`config.mk`:
```
export PLATFORM = sky130hd
export DESIGN_NAME = gpio_bank
export DESIGN_NICKNAME = d
export VERILOG_FILES = /design/src/rtl/gpio_pkg.sv /design/src/rtl/gpio_sync_edge.sv /design/src/rtl/gpio_bank.sv
export SDC_FILE = /design/constraint.sdc
export NUM_CORES = 1
export LEC_CHECK = 0
export ABC_AREA = 1
export CAP_MARGIN = 30
export CORE_MARGIN = 5
export CORE_UTILIZATION = 55
export DETAILED_ROUTE_END_ITERATION = 8
export GPL_TIMING_DRIVEN = 0
export MAX_ROUTING_LAYER = met4
export PLACE_DENSITY_LB_ADDON = 0.1
export SLEW_MARGIN = 20
export SYNTH_ARGS = -nofsm -noshare
export SYNTH_HDL_FRONTEND = slang
export SYNTH_SLANG_ARGS = --single-unit
```
`constraint.sdc`:
```
create_clock -name cpu_clock -period 1.7 [get_ports cpu_clock]
set_input_delay 0.255 -clock cpu_clock [delete_from_list [all_inputs] [get_ports cpu_clock]]
set_output_delay 0.255 -clock cpu_clock [all_outputs]
set_load 0.02 [all_outputs]
```
`src/rtl/gpio_pkg.sv`:
```
// rtl/gpio_pkg.sv - register map and edge/status encodings shared by the GPIO bank
package gpio_pkg;

  localparam int DATA_W = 16;

  localparam logic [3:0] ADDR_DIR     = 4'd0;
  localparam logic [3:0] ADDR_OUT     = 4'd1;
  localparam logic [3:0] ADDR_IN      = 4'd2;
  localparam logic [3:0] ADDR_SET     = 4'd3;
  localparam logic [3:0] ADDR_CLR     = 4'd4;
  localparam logic [3:0] ADDR_TGL     = 4'd5;
  localparam logic [3:0] ADDR_RISE_EN = 4'd6;
  localparam logic [3:0] ADDR_FALL_EN = 4'd7;
  localparam logic [3:0] ADDR_STATUS  = 4'd8;

  // Per-channel edge mode is {FALL_EN[i], RISE_EN[i]}.
  typedef enum logic [1:0] {
    EDGE_NONE = 2'b00,
    EDGE_RISE = 2'b01,
    EDGE_FALL = 2'b10,
    EDGE_BOTH = 2'b11
  } edge_mode_e;

  typedef enum logic {
    STATUS_IDLE    = 1'b0,
    STATUS_PENDING = 1'b1
  } status_e;

  function automatic logic edge_hit(input edge_mode_e mode, input logic rise, input logic fall);
    return (mode[0] & rise) | (mode[1] & fall);
  endfunction

endpackage

```
`src/rtl/gpio_sync_edge.sv`:
```
// rtl/gpio_sync_edge.sv - one channel: input synchroniser, history flop, registered edge pulses
module gpio_sync_edge #(
  parameter int SYNC_STAGES = 2
) (
  input  logic i_clk,
  input  logic i_reset,
  input  logic i_arm,
  input  logic i_pin,
  output logic o_sync,
  output logic o_rise,
  output logic o_fall
);

  logic [SYNC_STAGES-1:0] r_sync;
  logic                   r_hist;
  logic                   r_rise;
  logic                   r_fall;
  logic                   w_last;

  assign w_last = r_sync[SYNC_STAGES-1];

  always_ff @(posedge i_clk) begin
    if (i_reset) begin
      r_sync <= '0;
      r_hist <= 1'b0;
      r_rise <= 1'b0;
      r_fall <= 1'b0;
    end else begin
      r_sync <= {r_sync[SYNC_STAGES-2:0], i_pin};
      r_hist <= w_last;
      // Edges are gated until the chain has been refilled from the pads after reset.
      r_rise <= i_arm & w_last & ~r_hist;
      r_fall <= i_arm & ~w_last & r_hist;
    end
  end

  assign o_sync = w_last;
  assign o_rise = r_rise;
  assign o_fall = r_fall;

endmodule

```
`src/rtl/gpio_bank.sv`:
```
// rtl/gpio_bank.sv - GPIO bank: direction/output registers, synchronised inputs, edge interrupts
module gpio_bank
  import gpio_pkg::*;
#(
  parameter int CHANNELS    = 16,
  parameter int SYNC_STAGES = 2
) (
  input  logic                cpu_clock,
  input  logic                reset,
  input  logic [3:0]          address,
  input  logic                write_enable,
  input  logic                read_enable,
  input  logic [DATA_W-1:0]   data_in,
  output logic [DATA_W-1:0]   data_out,
  input  logic [CHANNELS-1:0] pin_in,
  output logic [CHANNELS-1:0] pin_out,
  output logic [CHANNELS-1:0] pin_config,
  output logic                irq
);

  localparam int PRIME_CYCLES = SYNC_STAGES + 1;
  localparam int PRIME_W      = $clog2(PRIME_CYCLES + 1);

  logic [CHANNELS-1:0] r_dir;
  logic [CHANNELS-1:0] r_out;
  logic [CHANNELS-1:0] r_rise_en;
  logic [CHANNELS-1:0] r_fall_en;
  logic [CHANNELS-1:0] r_status;
  logic [DATA_W-1:0]   r_data_out;
  logic [PRIME_W-1:0]  r_prime;

  logic [CHANNELS-1:0] w_in;
  logic [CHANNELS-1:0] w_rise;
  logic [CHANNELS-1:0] w_fall;
  logic [CHANNELS-1:0] w_set;
  logic [CHANNELS-1:0] w_clr;
  logic [CHANNELS-1:0] w_wdata;
  logic [DATA_W-1:0]   w_rdata;
  logic                w_armed;

  assign w_armed = (r_prime == PRIME_W'(PRIME_CYCLES));
  assign w_wdata = data_in[CHANNELS-1:0];
  assign w_clr   = (write_enable && address == ADDR_STATUS) ? w_wdata : '0;

  for (genvar g = 0; g < CHANNELS; g++) begin : g_chan
    gpio_sync_edge #(
      .SYNC_STAGES(SYNC_STAGES)
    ) u_sync_edge (
      .i_clk  (cpu_clock),
      .i_reset(reset),
      .i_arm  (w_armed),
      .i_pin  (pin_in[g]),
      .o_sync (w_in[g]),
      .o_rise (w_rise[g]),
      .o_fall (w_fall[g])
    );
  end

  always_comb begin
    w_set = '0;
    for (int i = 0; i < CHANNELS; i++) begin
      w_set[i] = edge_hit(edge_mode_e'({r_fall_en[i], r_rise_en[i]}), w_rise[i], w_fall[i]);
    end
  end

  always_comb begin
    w_rdata = '0;
    case (address)
      ADDR_DIR:                     w_rdata[CHANNELS-1:0] = r_dir;
      ADDR_OUT, ADDR_SET,
      ADDR_CLR, ADDR_TGL:           w_rdata[CHANNELS-1:0] = r_out;
      ADDR_IN:                      w_rdata[CHANNELS-1:0] = w_in;
      ADDR_RISE_EN:                 w_rdata[CHANNELS-1:0] = r_rise_en;
      ADDR_FALL_EN:                 w_rdata[CHANNELS-1:0] = r_fall_en;
      ADDR_STATUS:                  w_rdata[CHANNELS-1:0] = r_status;
      default:                      w_rdata = '0;
    endcase
  end

  always_ff @(posedge cpu_clock) begin
    if (reset) begin
      r_dir      <= '0;
      r_out      <= '0;
      r_rise_en  <= '0;
      r_fall_en  <= '0;
      r_status   <= '0;
      r_data_out <= '0;
      r_prime    <= '0;
    end else begin
      if (!w_armed) r_prime <= r_prime + 1'b1;
      // A new edge wins over a same-cycle w1c on the same bit.
      r_status <= (r_status & ~w_clr) | w_set;
      if (write_enable) begin
        case (address)
          ADDR_DIR:     r_dir     <= w_wdata;
          ADDR_OUT:     r_out     <= w_wdata;
          ADDR_SET:     r_out     <= r_out | w_wdata;
          ADDR_CLR:     r_out     <= r_out & ~w_wdata;
          ADDR_TGL:     r_out     <= r_out ^ w_wdata;
          ADDR_RISE_EN: r_rise_en <= w_wdata;
          ADDR_FALL_EN: r_fall_en <= w_wdata;
          default:      ;
        endcase
      end else if (read_enable) begin
        r_data_out <= w_rdata;
      end
    end
  end

  assign data_out   = r_data_out;
  assign pin_out    = r_out;
  assign pin_config = r_dir;
  assign irq        = |r_status;

endmodule

```
### Word level (Yosys, flattened, before mapping)

Cells that the tools add are included.
W data, S select, Z words.

| operators by class | value |
|---|---|
| reductions and logical operators | 10 |
| multipliers | 0 |
| magnitude comparators | 0 |
| add/sub/neg operators | 1 |
| shifts and indexed selects | 0 |
| equality and inequality tests | 9 |
| mux-type cells | 3 |
| bitwise logic cells | 152 |
| divide/modulo/power cells | 0 |

Operators by type and width:

| kind | count |
|---|---|
| $and A1 B1 Y1 | 96 |
| $pmux W16 S6 | 1 |
| $pmux W16 S4 | 1 |
| $not A1 Y1 | 33 |
| $and A16 B16 Y16 | 2 |
| $not A16 Y16 | 2 |
| $or A16 B16 Y16 | 2 |
| $eq A4 B3 Y1 const B | 4 |
| $mux W16 | 1 |
| $or A1 B1 Y1 | 16 |
| $reduce_or A16 Y1 | 1 |
| $xor A16 B16 Y16 | 1 |
| $reduce_and A2 Y1 | 5 |
| $eq A4 B2 Y1 const B | 2 |
| $eq A4 B1 Y1 const B | 1 |
| $eq A4 B4 Y1 const B | 1 |
| $logic_not A4 Y1 | 1 |
| $reduce_bool A4 Y1 | 1 |
| $reduce_or A4 Y1 | 1 |
| $add A2 B1 Y2 const B | 1 |
| $eq A2 B2 Y1 const B | 1 |
| $logic_and A1 B1 Y1 | 1 |

| word-level totals | value |
|---|---|
| output and inout bits | 49 |
| memories kept | 0 |
| input bits | 40 |
| bits in registers | 178 |
| ROM bits | 0 |
| logic and storage cells | 246 |
| bits in writable memories | 0 |
| latch bits | 0 |

### Logic depth before layout (Yosys ltp)

Gate-level depths: netlist of the first run.

| depth | value |
|---|---|
| depth in word-level cells | 6 |
| mapped depth | 9 |
| depth with buffers taken out | 8 |

### Hierarchy

A second synthesis of the first run with hierarchy kept.

| second synthesis, totals | value |
|---|---|
| cell total of the unflattened synthesis | 1121 |
| area, all modules | 8104.0 um^2 |

Modules (own cells, without submodules):

| module | seq. area each (um^2) | cells each | instances | area each (um^2) |
|---|---|---|---|---|
| gpio_bank | 1961.9 | 817 | 1 | 5581.6 |
| gpio_sync_edge | 100.1 | 19 | 16 | 157.7 |

### Least setup slack after synthesis of the first run

No wires, ideal clock.

| timing | value |
|---|---|
| kind | register to register |
| from | reg r_prime[0] |
| to | reg g_chan[0].u_sync_edge.r_rise |
| path slack | 0.383 ns |
| buffers on the path | 2 |
| data required time | 1.608 ns |
| library setup time | 0.092 ns |
| arrival time | 1.225 ns |
| stages on the path, launching flop included | 6 |
| clock period less this slack | 1.317 ns |
| path through | dfxtp_1 ha_1 buf_2 clkinv_1 clkbuf_1 nor4_1 |

| between the ends | value |
|---|---|
| cells in the longest elaborated chain, start to end | 3 |

Ends and longest elaborated chain:

| what | line | source |
|---|---|---|
| start: declaration | gpio_bank.sv:30 | `logic [PRIME_W-1:0] r_prime;` |
| start signal: assignment | gpio_bank.sv:90 | `if (!w_armed) r_prime <= r_prime + 1'b1;` |
| $eq A2 B2 Y1 | gpio_bank.sv:41 | `assign w_armed = (r_prime == PRIME_W'(PRIME_CYCLES));` |
| $and A1 B1 Y1 (2 in series) | gpio_sync_edge.sv:32 | `r_rise <= i_arm & w_last & ~r_hist;` |
| end signal: assignment | gpio_sync_edge.sv:32 |  |
| end: declaration | gpio_sync_edge.sv:16 | `logic r_rise;` |

Every way passes these cells.
A chain may end at the register's enable or synchronous reset.

### Worst setup path in the final report of the first run

| timing | value |
|---|---|
| from | reg r_status[11] |
| to | out irq |

| between the ends | value |
|---|---|
| cells in the longest elaborated chain, start to end | 1 |

Ends and longest elaborated chain:

| what | line | source |
|---|---|---|
| start: declaration | gpio_bank.sv:28 | `logic [CHANNELS-1:0] r_status;` |
| start signal: assignment | gpio_bank.sv:92 | `r_status <= (r_status & ~w_clr) \| w_set;` |
| $reduce_or A16 Y1 | gpio_bank.sv:113 | `assign irq = \|r_status;` |
| end: declaration | gpio_bank.sv:18 | `output logic irq` |

Every way passes these cells.

==> flow_summary.json, run 1 <==
{
  "status": "finished, violations left",
  "violations": "negative setup slack",
  "timing.critical_path.buf_inv": 1,
  "globalplace.congestion": 0.9402,
  "grt-ovfl-total": 0,
  "intPower_mw": 6.499,
  "wl_per_cell_um": 16.46,
  "routed_wl_um": 22270,
  "antenna_cells": 0,
  "rows": 43,
  "cts_buffers": 17,
  "relSlewSlack": 0.5011,
  "path_max_fanout": 3,
  "rsz0062_at_grt": "yes",
  "end_kind": "primary output",
  "fin_crit_sh": 1.026,
  "drv_cap": 0,
  "drt_pass1_iterations": 5,
  "setup_viol": 1,
  "worst_pin_slew_ns": 0.7483,
  "hp-class": "input pin to flop",
  "crit_family": "simple AND/OR/NAND/NOR gates",
  "final_cell_mix": "nand2_1, dfxtp_1, inv_1, nand3_1",
  "yosysUniqueCellTypes": 25,
  "drc": 0,
  "io_pins": 89,
  "ir_worst_vdd_uv": 820.2,
  "synthTopCellsByArea": "dfxtp_1, nand2_1, nand3_1, a21oi_1, inv_1",
  "clk_pin_slew_worst_paths_ns": 0.07,
  "core_area_um2": 13880,
  "routed_via_density": 5.475,
  "final_cell_count_no_fill": 1353,
  "yosys.area.top_type": "dfxtp_1",
  "cts_tree": "built",
  "switching_share": 0.2694,
  "numPortBuffers": 87,
  "hold_viol": 0,
  "antenna_found_initial": 0,
  "synth_seq_cells": 178,
  "worst_path_max_delay_cell": "dfxtp_2",
  "grt_pass1_wl_um": 35250,
  "ctsLongestPathBuffers": 2,
  "yosysSeqAreaShare": 0.4575,
  "grt_start_max_net_pins": 18,
  "worstSetupPathType": "flop to primary output",
  "start_util": 0.5611,
  "clockRootBuffer": "clkbuf_16",
  "die_w_um": 129,
  "synth_fp_nets": 1127,
  "p_clk_frac": 0.418,
  "syn_to_final_growth_pct": 22.83,
  "powerDensity_nw_per_um2": 929.7,
  "vias": 7407,
  "place_inst": 1321,
  "hpwl_um": 16500,
  "hold_ws_ns": 0.3269,
  "nets": 1233,
  "startpoint_type": "flop",
  "switching_power_mw": 2.396,
  "clk_latency_ns": 0.44,
  "p_seq_frac": 0.487,
  "die_h_um": 129,
  "max_stage_delay_ns": 0.34,
  "final.setup.worst_slack_ns": -0.04433,
  "drtIter0Drc": 860,
  "syn_area_um2": 7789,
  "holdBufCountCts": 0,
  "htreeDepth": 4,
  "drive_gt1_frac": 0.08099,
  "syn_area_per_cell_um2": 7.390,
  "final_common_cell": "nand2_1",
  "final_util": 0.6892,
  "clkSinkCount": 178,
  "power.leakage_nw": 3.972,
  "route.antenna.remaining_nets": 0,
  "fill_cells": 1175,
  "grt_pass1_vias": 6975,
  "finalPower_mw": 8.894,
  "worstPathArrival_ns": 1.49,
  "grtUsageTotal": 0.2793,
  "synth_top_area_share": 0.4575,
  "pre_cts_ws_ns": -0.6845,
  "die-area_um2": 16640,
  "skew_ns": 0.01348,
  "min_period_ns": 1.744,
  "synth_warnings": 0,
  "max_freq_ghz": 0.5733,
  "report.final.slew_viol_count": 0,
  "crit_chain": "nor4_4, nand4_1, buf_4",
  "p_comb_frac": 0.095,
  "synthCells": 1054,
  "worstPathRequired_ns": 1.44
}
flip-flops by register name, summed over array words and instances, names as in the netlist:
register and flops:
data_out 16, g_chan.u_sync_edge.o_fall 16, g_chan.u_sync_edge.o_rise 16, g_chan.u_sync_edge.r_hist 16, g_chan.u_sync_edge.r_sync 32, pin_config 16, pin_out 16, r_fall_en 16
r_prime 2, r_rise_en 16, r_status 16
synthesized netlist by cell type (all sizes together):
master	number
dfxtp	178
inv	121
nand2	217
clkinv	1
nand3	101
nand4	49
a21oi	97
ha	33
a31oi	16
buf	33
clkbuf	35
nor3	16
xor2	1
a211oi	16
nor4	20
nor2	104
o21ai	16
cell type report:
| type | count | area [µm²] | area share |
|---|---|---|---|
| multi-input combinational | 686 | 3550 | 0.3710 |
| buffer | 68 | 332.8 | 0.03479 |
| tap | 180 | 225.2 | 0.02354 |
| clock inverter | 14 | 122.6 | 0.01282 |
| inverter | 122 | 461.7 | 0.04826 |
| timing repair buffer | 87 | 868.3 | 0.09077 |
| clock buffer | 18 | 439.2 | 0.04591 |
| sequential | 178 | 3567 | 0.3729 |
cell families after synthesis:
group,after synthesis,share of synthesized area
AND/OR/NAND/NOR,507,0.2892
buffers and inverters,190,0.09831
flip-flops,178,0.4575
AO/OA/AOI/OAI,145,0.1009
adder cells (fa/ha/maj),33,0.05301
XOR/XNOR,1,0.001125
power by group through the flow:
| stage | registers, mW | logic (mW) | clock network (mW) |
|---|---|---|---|
| 3_5_place_dp | 4.43 | 0.817 | 0 |
| 3_3_place_gp | 4.42 | 0.801 | 0 |
| 6_report | 4.33 | 0.844 | 3.72 |
| 2_1_floorplan | 4.44 | 0.448 | 0 |
| 5_1_grt | 4.34 | 0.924 | 3.92 |
| 4_1_cts | 4.33 | 0.816 | 3.76 |
through the flow:
| stage | setup TNS [ns] | instance area [µm²] |
|---|---|---|
| 3_3_place_gp | -43.14 | 8885 |
| 3_5_place_dp | -44.38 | 8885 |
| 2_1_floorplan | 0 | 7789 |
| 5_1_grt | -0.06833 | 9567 |
| 4_1_cts | -0.08286 | 9458 |
| 6_report | -0.04433 | 9567 |
worst reg2reg max path: stages, from the launching register on:
cell	delay, ns
dfxtp_1	0.35
ha_1	0.14
buf_2	0.23
clkinvlp_4	0.21
buf_2	0.24
nor4_1	0.25
final timing paths:
check                                                       from                                to  slack (ns)  cells after the start
worst max register to register                        r_prime[0]      g_chan[3].u_sync_edge.o_rise        0.19                      5
worst min-delay path                                   pin_in[6]   g_chan[6].u_sync_edge.r_sync[0]        0.33                      3
worst min register to register  g_chan[15].u_sync_edge.r_sync[0]  g_chan[15].u_sync_edge.r_sync[1]        0.40                      2
worst max-delay path                                r_status[11]                               irq       -0.04                      3
per-layer routing:
layer / global-route usage / part of all wire
met2: 0.4439 / 0.46
met3: 0.06559 / 0.089
met1: 0.3472 / 0.43
met5: - / 0
met4: 0.1025 / 0.023
what timing repair did:
action / 4_1_cts / 5_1_grt
pin swaps: 2 / 2
buffers inserted: 0 / 0
resized for setup: 28 / 40
endpoints found under the setup margin: 69 / 78
Power figures use the tool's default switching activity.
==> inputs of run 2 (changes only) <==
==> constraint.sdc (replaced) <==
create_clock -name cpu_clock -period 1.7 [get_ports cpu_clock]
set_input_delay 0.34 -clock cpu_clock [delete_from_list [all_inputs] [get_ports cpu_clock]]
set_output_delay 0.34 -clock cpu_clock [all_outputs]
set_load 0.02 [all_outputs]
==> run 2 against run 1 <==
  * The flow still finishes with violations (negative setup slack)
  * Setup slack worse by 0.085 ns
  * Final area decreased by 0.48%
  * Clock power hardly changed
  * Sequential power barely moved
  * Non-clock buffer count is the same
  * Fmax fell by 4.7%
  * Sequential cell count did not move
  * Power about the same
  * Highest routed layer unchanged
==> flow_summary.json, run 2 (synthesized netlist as in run 1, its figures left out) <==
{
  "status": "finished, violations left",
  "violations": "negative setup slack",
  "final_cell_mix": "nand2_1, dfxtp_1, inv_1, nand3_1",
  "clk_latency_ns": 0.45,
  "ir_worst_vdd_uv": 824.1,
  "io_pins": 89,
  "final.setup.worst_slack_ns": -0.1298,
  "hold_viol": 0,
  "intPower_mw": 6.491,
  "vias": 7400,
  "globalplace.congestion": 0.9402,
  "p_clk_frac": 0.419,
  "drt_pass1_iterations": 6,
  "min_period_ns": 1.830,
  "syn_to_final_growth_pct": 22.23,
  "start_util": 0.5611,
  "regMostFlops": "g_chan.u_sync_edge.r_sync",
  "fill_cells": 1196,
  "power.leakage_nw": 4.049,
  "cts_setup_buffers": 0,
  "relSlewSlack": 0.5041,
  "wl_per_cell_um": 16.40,
  "worst_pin_slew_ns": 0.7439,
  "worstSetupPathType": "flop to primary output",
  "setup_viol": 1,
  "drive_gt1_frac": 0.08440,
  "grt_start_max_net_pins": 18,
  "drv_cap": 0,
  "drtIter0Drc": 795,
  "max_freq_ghz": 0.5465,
  "nets": 1233,
  "rr_startpoint": "r_prime[0]",
  "clk_pin_slew_worst_paths_ns": 0.07,
  "critical_path.startpoint": "r_status[11]",
  "die_w_um": 129,
  "ctsLongestPathBuffers": 2,
  "end_kind": "primary output",
  "core_area_um2": 13880,
  "report.final.slew_viol_count": 0,
  "startpoint_type": "flop",
  "skew_ns": 0.01459,
  "switching_share": 0.2705,
  "grt_pass1_wl_um": 35230,
  "final_common_cell": "nand2_1",
  "die-area_um2": 16640,
  "final_area_um2": 9520,
  "hp-class": "flop to flop",
  "largest_reg_flops": 32,
  "antenna_cells": 0,
  "fin_crit_sh": 1.076,
  "p_seq_frac": 0.487,
  "worstPathArrival_ns": 1.49,
  "drc": 0,
  "grt-ovfl-total": 0,
  "rsz0062_at_grt": "yes",
  "powerDensity_nw_per_um2": 934.6,
  "min_from": "g_chan[15].u_sync_edge.r_sync[0]",
  "place_area_um2": 8885,
  "switching_power_mw": 2.407,
  "antenna_found_initial": 0,
  "grt_pass1_vias": 6976,
  "p_comb_frac": 0.094,
  "hpwl_um": 16500,
  "htreeDepth": 4,
  "clockRootBuffer": "clkbuf_16",
  "clkSinkCount": 178,
  "routed_via_density": 5.469,
  "rows": 43,
  "cts_buffers": 17,
  "pre_cts_ws_ns": -0.7695,
  "holdBufCountCts": 0,
  "die_h_um": 129,
  "route.antenna.remaining_nets": 0,
  "routed_wl_um": 22190,
  "worstPathRequired_ns": 1.36,
  "path_max_fanout": 3,
  "cts_tree": "built",
  "numPortBuffers": 87,
  "grtUsageTotal": 0.2794
}
-- run 2: cell types whose count changed in the layout (fill, tap and decap cells not counted), sizes merged --
cell           before  now
dlygate4sd2        16   49
clkdlybuf4s50      62   34
dlymetal6s2s        8    3
buf                30   34
clkbuf             57   53
-- run 2: final timing paths --
check	endpoint	slack (ns)	cells after the start
min	g_chan[15].u_sync_edge.r_sync[1]	0.40	2
min reg2reg	g_chan[15].u_sync_edge.r_sync[1]	0.40	2
max reg2reg	g_chan[3].u_sync_edge.o_rise	0.19	5
max	irq	-0.13	3
-- run 2: area by class of cell --
| cell class | instances | area (µm²) | share of cell area |
|---|---|---|---|
| Sequential cell | 178 | 3567 | 0.3747 |
| Clock buffer | 18 | 439.2 | 0.04613 |
| Timing Repair Buffer | 87 | 814.5 | 0.08556 |
| Inverter | 122 | 461.7 | 0.04850 |
| Clock inverter | 14 | 122.6 | 0.01288 |
| Multi-Input combinational cell | 686 | 3552 | 0.3731 |
| Buffer | 68 | 337.8 | 0.03548 |
| Tap cell | 180 | 225.2 | 0.02366 |
-- run 2: timing repair --
| action | 4_1_cts | 5_1_grt |
|---|---|---|
| setup endpoints to repair | 128 | 78 |
| pin swaps | 2 | 3 |
| gates resized for setup | 75 | 25 |
-- run 2: worst max-delay path, cell delays in order (launching register included) --
cell and delay, ns:
dfxtp_2 0.34, nor4_4 0.30, nand4_1 0.20, buf_4 0.21
-- run 2: power groups by stage --
stage               registers [mW]  clock network [mW]  logic [mW]
floorplan                     4.44                   0       0.448
global placement              4.42                   0       0.801
detailed placement            4.43                   0       0.817
CTS                           4.33                3.76       0.816
global route                  4.34                3.92       0.918
finish                        4.33                3.73       0.837
-- run 2: routing by layer --
layer | track usage | vias to the layer above | wire length [µm]
met5 | - | - | 0
met4 | 0.1062 | 0 | 590
met3 | 0.06268 | 61 | 2021
met2 | 0.4433 | 355 | 10040
met1 | 0.3482 | 3307 | 9538
li1 | - | 3677 | -
-- run 2: through the flow --
step	cells	power (mW)	utilization	TNS (ns)	hold WS, ns
after detailed placement	1321	5.242	0.6401	-53.27	0.3946
after CTS	1353	8.901	0.6806	-0.1679	0.4015
after global placement	1321	5.221	0.6401	-51.88	0.3883
final	1353	8.898	0.6859	-0.1298	0.4004
after floorplan	1054	4.888	-	0	0.3883
after global routing	1353	9.180	0.6859	-0.1533	0.4109
==> inputs of run 3 (changes only) <==
--- a/config.mk
+++ b/config.mk
@@ -7,6 +7,7 @@
 export LEC_CHECK = 0
 export ABC_AREA = 1
 export CAP_MARGIN = 30
+export CORE_ASPECT_RATIO = 1.75
 export CORE_MARGIN = 5
 export CORE_UTILIZATION = 55
 export DETAILED_ROUTE_END_ITERATION = 8
@@ -17,3 +18,4 @@
 export SYNTH_ARGS = -nofsm -noshare
 export SYNTH_HDL_FRONTEND = slang
 export SYNTH_SLANG_ARGS = --single-unit
+export TNS_END_PERCENT = 10
==> run 3 against run 2 <==
  * The run still ends with negative setup slack left
  * Non-clock buffer count grew 2
  * Power grew 1.8%
  * Sequential share of layout area shrank 0.18 points
  * Via count grew 0.46%
  * Cell count is essentially flat
  * Critical path depth is the same
  * Sequential power is essentially flat
  * Sequential cell count is the same
  * Utilization grew 0.18 points
  * Clock skew shrank 0.0041 ns
  * Critical path type unchanged
  * Largest cell class unchanged
==> flow_summary.json, run 3 (synthesized netlist as in run 1, its figures left out) <==
{
  "status": "finished, violations left",
  "violations": "negative setup slack",
  "drive_gt1_frac": 0.08085,
  "io_pins": 89,
  "final_cell_mix": "nand2_1, dfxtp_1, inv_1, nor2_1, nand3_1",
  "rsz0062_at_grt": "yes",
  "finalPower_mw": 9.059,
  "skew_ns": 0.01054,
  "vias": 7434,
  "reg2reg_slack_ns": 0.16,
  "path_max_fanout": 3,
  "cts_tree": "built",
  "core_area_um2": 13910,
  "syn_to_final_growth_pct": 22.78,
  "r2r_end": "g_chan[3].u_sync_edge.o_rise",
  "min_from": "g_chan[10].u_sync_edge.r_sync[0]",
  "clk_latency_ns": 0.43,
  "hp-class": "flop to flop",
  "rows": 57,
  "clk_pin_slew_worst_paths_ns": 0.08,
  "numPortBuffers": 87,
  "drc": 0,
  "antenna_found_initial": 0,
  "min_period_ns": 1.854,
  "pre_cts_ws_ns": -0.7973,
  "grt-ovfl-total": 0,
  "fin_crit_sh": 1.091,
  "die_h_um": 167.4,
  "max_freq_ghz": 0.5393,
  "largest_reg_flops": 32,
  "cts_buffers": 17,
  "grt_pass1_vias": 7309,
  "grt_pass1_wl_um": 37010,
  "worstPathRequired_ns": 1.36,
  "power.leakage_nw": 4.120,
  "hold_ws_ns": 0.3960,
  "final_common_cell": "nand2_1",
  "worst_pin_slew_ns": 0.7816,
  "grtUsageTotal": 0.2891,
  "die_w_um": 99.96,
  "drv_cap": 0,
  "route.antenna.remaining_nets": 0,
  "drtIter0Drc": 549,
  "htreeDepth": 4,
  "worstPathArrival_ns": 1.51,
  "hpwl_um": 17800,
  "relSlewSlack": 0.4789,
  "nets": 1235,
  "drt_pass1_iterations": 5,
  "setup_viol": 1,
  "start_util": 0.5601,
  "final_area_um2": 9563,
  "antenna_cells": 0,
  "regMostFlops": "g_chan.u_sync_edge.r_sync",
  "wl_per_cell_um": 17.01,
  "routed_via_density": 5.499,
  "globalplace.congestion": 0.9262,
  "routed_wl_um": 22990,
  "ctsLongestPathBuffers": 2,
  "startpoint_type": "flop",
  "clockRootBuffer": "clkbuf_16",
  "final.setup.worst_slack_ns": -0.1542,
  "ir_worst_vdd_uv": 947.7,
  "clkSinkCount": 178,
  "rr_startpoint": "r_prime[0]",
  "crit_end": "irq",
  "place_inst": 1318,
  "report.final.slew_viol_count": 0,
  "hold_viol": 0,
  "place_area_um2": 8881,
  "worstSetupPathType": "flop to primary output",
  "critical_path.startpoint": "r_status[3]",
  "end_kind": "primary output",
  "final_cell_count_no_fill": 1352,
  "reg2regPathDepth": 5,
  "grt_start_max_net_pins": 20,
  "final_util": 0.6876,
  "final.setup.tns_ns": -0.1542,
  "powerDensity_nw_per_um2": 947.3,
  "die-area_um2": 16740
}
==> run 3: how the worst min path moves through the flow <==
stage / endpoint / cells past startpoint
5_1_grt: g_chan[9].u_sync_edge.r_sync[1] / 2
4_1_cts: g_chan[10].u_sync_edge.r_sync[1] / 2
3_3_place_gp: g_chan[7].u_sync_edge.r_sync[1] / 2
2_1_floorplan: g_chan[0].u_sync_edge.r_sync[1] / 2
6_report: g_chan[10].u_sync_edge.r_sync[1] / 2
3_5_place_dp: g_chan[3].u_sync_edge.r_sync[1] / 2
==> run 3: critical path: stages, from the launching register on <==
cell and delay [ns]:
dfxtp_2 0.35, nor4_4 0.35, nand4_1 0.20, buf_6 0.18
==> run 3: cell type report <==
cell class              count  area, µm²
clock buffers              17      425.4
fillers                  1230       4344
repair buffers             89      844.6
well taps                 177      221.5
multi-input cells         686       3536
flip-flops and latches    178       3566
inverters                 122      461.7
plain buffers              68      344.1
clock inverters            15      163.9
==> run 3: routing by layer <==
metal / vias up / GRT usage / share of wire
met5: - / - / 0
met4: 0 / 0.1332 / 0.037
met3: 66 / 0.04246 / 0.057
met2: 263 / 0.5097 / 0.53
met1: 3418 / 0.3145 / 0.38
li1: 3687 / - / -
==> run 3: report_power, final <==
part	total (mW)	switching (mW)	leakage [nW]	internal [mW]
Combinational	0.854	0.572	2.39	0.283
Sequential	4.33	0.0638	1.45	4.26
Clock	3.88	1.90	0.287	1.98
Total	9.06	2.54	4.12	6.52
==> run 3: what timing repair did <==
item                       CTS  global route
setup endpoints to repair  131            88
hold buffers                 0             0
pin swaps                    2             3
setup buffers                0             2
resized for setup           74            23
